==> src/rtl/s27_array.sv <==
// s27_array: LANES parallel s27 cores with sync reset, enable, full scan chain and optional G17->G0 lane chaining
// Ports: CK clock; RST sync active-high reset; EN functional enable; SE/SI/SO scan enable/in/out;
//        G0..G3 per-lane inputs; G17 per-lane combinational output; Q flat state, Q[3i+2:3i] = lane i {G7,G6,G5}
module s27_array #(
   parameter int         LANES     = 4,
   parameter bit         CHAIN     = 1'b0,
   parameter logic [2:0] RST_STATE = 3'b000
) (
   input  logic                 CK,
   input  logic                 RST,
   input  logic                 EN,
   input  logic                 SE,
   input  logic                 SI,
   output logic                 SO,
   input  logic [LANES-1:0]     G0,
   input  logic [LANES-1:0]     G1,
   input  logic [LANES-1:0]     G2,
   input  logic [LANES-1:0]     G3,
   output logic [LANES-1:0]     G17,
   output logic [3*LANES-1:0]   Q
);
   logic [3*LANES-1:0] q, nxt;
   for (genvar i = 0; i < LANES; i++) begin : lane
      logic g0e, g5, g6, g7, g8, g9, g10, g11, g12, g13, g14, g15, g16, g17;
      assign {g7, g6, g5} = q[3*i +: 3];
      // per-lane locals keep the ripple acyclic at signal level (lane i reads only lane i-1)
      if (CHAIN && i > 0) begin : ch
         assign g0e = lane[i-1].g17;
      end else begin : di
         assign g0e = G0[i];
      end
      assign g14 = ~g0e;
      assign g12 = ~(G1[i] | g7);
      assign g13 = ~(G2[i] | g12);
      assign g8  = g14 & g6;
      assign g15 = g12 | g8;
      assign g16 = G3[i] | g8;
      assign g9  = ~(g16 & g15);
      assign g11 = ~(g5 | g9);
      assign g10 = ~(g14 | g11);
      assign g17 = ~g11;
      assign G17[i] = g17;
      assign nxt[3*i +: 3] = {g13, g11, g10};
   end
   // scan enters at lane 0 G5 and leaves from the top lane's G7
   always_ff @(posedge CK)
      if (RST) q <= {LANES{RST_STATE}};
      else if (SE) q <= {q[3*LANES-2:0], SI};
      else if (EN) q <= nxt;
   assign Q  = q;
   assign SO = q[3*LANES-1];
endmodule
==> config.mk <==
export PLATFORM = sky130hd
export DESIGN_NAME = s27_array
export DESIGN_NICKNAME = d
export VERILOG_FILES = /design/src/rtl/s27_array.sv
export SDC_FILE = /design/constraint.sdc
export NUM_CORES = 1
export LEC_CHECK = 0
export CORE_MARGIN = 1
export CORE_UTILIZATION = 28
export DETAILED_ROUTE_END_ITERATION = 10
export GPL_TIMING_DRIVEN = 0
export RECOVER_POWER = 50
export SYNTH_ARGS = -nofsm -noshare
export SYNTH_HDL_FRONTEND = slang
export SYNTH_SLANG_ARGS = --single-unit
==> constraint.sdc <==
create_clock -name CK -period 2.5 [get_ports CK]
set_clock_uncertainty 0.1 [all_clocks]
set_input_delay 0.75 -clock CK [delete_from_list [all_inputs] [get_ports CK]]
set_output_delay 0.75 -clock CK [all_outputs]
set_load 0.05 [all_outputs]
==> results.md <==
- Outcome: complete, no violations
- GRT Util Overall: 0.1647
- Inst Count DP: between 150 and 200
- First-pass GRT wire length: about 3600 um
- Yosys warns: 0
- Worst R2R End: Q[6]
- Vias in the first global route: around 810
- Synth Area in Simple Gates: 0.3349
- Largest net degree at the start of global routing: 11
- Critical path origin: G0[0]
- Worst-Margin Slew: 594.8 ps
- Max_cap viols: 0
- Post-synthesis compound-gate area fraction: 0.2727
- PortBufs: 37
- FF-to-FF path depth: 3
- Setup CP Type: input pin to primary output
- Worst EP arrival: about 1600 ps
- CTS tree: built
- Dpl hpwl: ~1500 um
- Post-Synth XOR/XNOR Area: 0
- Clk Tree Root Cell: clkbuf_4
- CTS buffer count: 3
- RSZ-0062 raised after global routing: no
- Vias: 810
- Most used DFF post-synth: dfxtp_1
- Cell taking the most area after synthesis: dfxtp_1
- Number of H-tree levels: 1
- Longest Clk Path Bufs: 2
- Post-synth net total: around 110
- Pleak: ~0.44 nW
- Top cells by area, synth: dfxtp_1 (31%), a21oi_1 (11%), nor4b_2 (7.7%), nor2b_1 (6.4%), buf_4 (4.8%)
- Post-CTS Setup Repair Bufs: 0
- Number of flops mapped to enable cells by yosys: 0
- Die Ht: about 55 um
- Residual DRC count: 0
- CTS sink count: 12
- Worst min path class: flip-flop to flip-flop
- Crit path capture: G17[0]
- Cts hold-fix bufs: 0
- Pre-CTS setup slack: -797.9 ps
- Cells after Synth: 91
- Period minus WS final: between 2000 and 2500 ps
- Row cnt: 18
- Max Freq: between 0.4 and 0.5 GHz
- Antenna violations before repair: 0
- Synth top area share: 0.3062
- Gr ovfl total: 0
- Post-place instance area: roughly 0.0012 mm^2
- Most common cell in the netlist: a21oi_1
- Final Setup Violations: 0
- Initial Util: 0.3056
- Final worst path period share: 0.9751
- Reg2reg start: Q[8]
- Share of cells above drive strength 1: 0.2424
- CP required: 1650 ps
- DIE AREA: roughly 0.003 mm^2
- I/O pin count: 38
- DRT Pass-1 Iters: 4
- Maximum vdd drop: 0.0003743 V
- Multiplexer share of the synthesized area: 0
- Seq/Total Area, Yosys: 0.3062
- Final std cells w/o fill: roughly 160
- Starting DRC count in detailed routing: 14
- RePlAce Congestion: approximately 0.75
- R2R Setup Slk: 1280 ps
- Die X: between 50 and 60 um
- Ys async rst share: 0
- Distinct cells, synth: 21
- Clk_lat worst skew: ~270 ps
- # nets final: 154
- Most common library cells after synthesis: a21oi_1 (17), dfxtp_1 (12), nor2b_1 (8)
- Critical path peak fanout: 3
- DR WL/cell: between 10 and 15 um
- Slew Limit Headroom: 0.6051
- Largest family of logic cells by synthesized area: simple AND/OR/NAND/NOR gates
- Area growth from synthesis to layout: 53.59%
- Clock transition at path regs: 80 ps
- Worst setup SP type: input pin
- Synth Area in Adders: 0
- Max reg flops: 12
- Power Dens Cells: a little under 500 mW/mm^2
- Post-Route Setup TNS: 0 ps
- Fin. max-slew vios: 0
- Worst Setup End Kind: primary output
- WL final: 2171 um
- Hold_ws: just under 400 ps
- Inserted Diodes: 0
- Vias per cell: 5.000
- Synthesized flop and latch total: 12
- Number of routed nets with antenna violations: 0
- Final Cell Area: around 0.0012 mm^2
- Synth Cell Area: 784.5 um^2
- Syn_area_per_cell: roughly 8.6 um^2
- Number of hold violations in the final report: 0
- Core footprint: roughly 0.0026 mm^2
- Final worst setup slack: 62.32 ps
==> cell type report <==
cell class	instances	area, um^2
plain buffers	10	60.06
clock buffers	4	36.28
fillers	268	1363
multi-input cells	69	476.7
flip-flops and latches	12	240.2
well taps	30	37.54
repair buffers	37	354.1
==> metrics by stage <==
stage / utilization / power, mW
floorplan: - / 0.3496
CTS: 0.4810 / 0.5947
finish: 0.4693 / 0.5854
detailed placement: 0.4644 / 0.4343
global placement: 0.4644 / 0.4338
global route: 0.4693 / 0.6198
==> worst min path at each step <==
stage	startpoint	endpoint	slack (ps)	cells after the start
after detailed placement	Q[10]	Q[11]	380	2
final	Q[10]	Q[11]	390	2
after CTS	Q[10]	Q[11]	400	2
after global placement	Q[10]	Q[11]	380	2
after floorplan	Q[7]	Q[8]	590	2
after global routing	Q[7]	Q[8]	430	2
==> where the power goes <==
group	switching (mW)	leakage [nW]	internal, mW	total (mW)
clock network	0.0694	0.0210	0.0886	0.158
logic	0.117	0.320	0.0932	0.210
registers	0.0149	0.0985	0.202	0.217
==> routing by layer <==
metal	GRT usage	part of all wire	vias up
met3	0.04645	0.074	0
li1	-	-	411
met5	0	0	-
met1	0.2222	0.47	369
met4	0.01250	0	0
met2	0.2711	0.46	30
==> timing repair <==
action	in CTS	in global routing
pin swaps	0	4
gates resized for setup	45	13
setup endpoints to repair	4	5
==> cells in the final DEF (no fill, tap or decap) <==
| cell type | Yosys | routed |
|---|---|---|
| clkbuf_8 | 0 | 1 |
| dlygate4sd2_1 | 0 | 4 |
| nand3b_1 | 4 | 4 |
| nor3_1 | 2 | 2 |
| or2_1 | 4 | 4 |
| a221oi_2 | 2 | 2 |
| buf_4 | 5 | 5 |
| dlygate4sd3_1 | 0 | 2 |
| nor2b_1 | 8 | 8 |
| nor3_2 | 2 | 2 |
| nor4b_2 | 4 | 4 |
| nor2_1 | 4 | 4 |
| o21ai_1 | 4 | 1 |
| clkbuf_1 | 1 | 3 |
| dfxtp_1 | 12 | 12 |
| clkdlybuf4s50_1 | 0 | 18 |
| nor3b_1 | 4 | 4 |
| clkdlybuf4s15_1 | 0 | 3 |
| a211o_1 | 4 | 4 |
| a21oi_2 | 3 | 3 |
| o21ai_0 | 0 | 3 |
| and2b_1 | 1 | 1 |
| clkbuf_2 | 0 | 5 |
| a221oi_1 | 2 | 2 |
| clkbuf_4 | 0 | 3 |
| a21oi_1 | 17 | 17 |
| buf_8 | 0 | 4 |
| buf_2 | 3 | 3 |
| nand2_1 | 4 | 4 |
==> logic make-up after synthesis <==
| family | count (synthesis) |
|---|---|
| buf+inv | 10 |
| compound gates | 32 |
| simple gates | 37 |
| flops | 12 |
==> critical path: stages <==
cell and delay (ps):
clkdlybuf4s15_1 200, nor2b_1 120, a21oi_1 50, or2_1 200, buf_4 130, buf_8 140
Power figures use the tool's default switching activity.
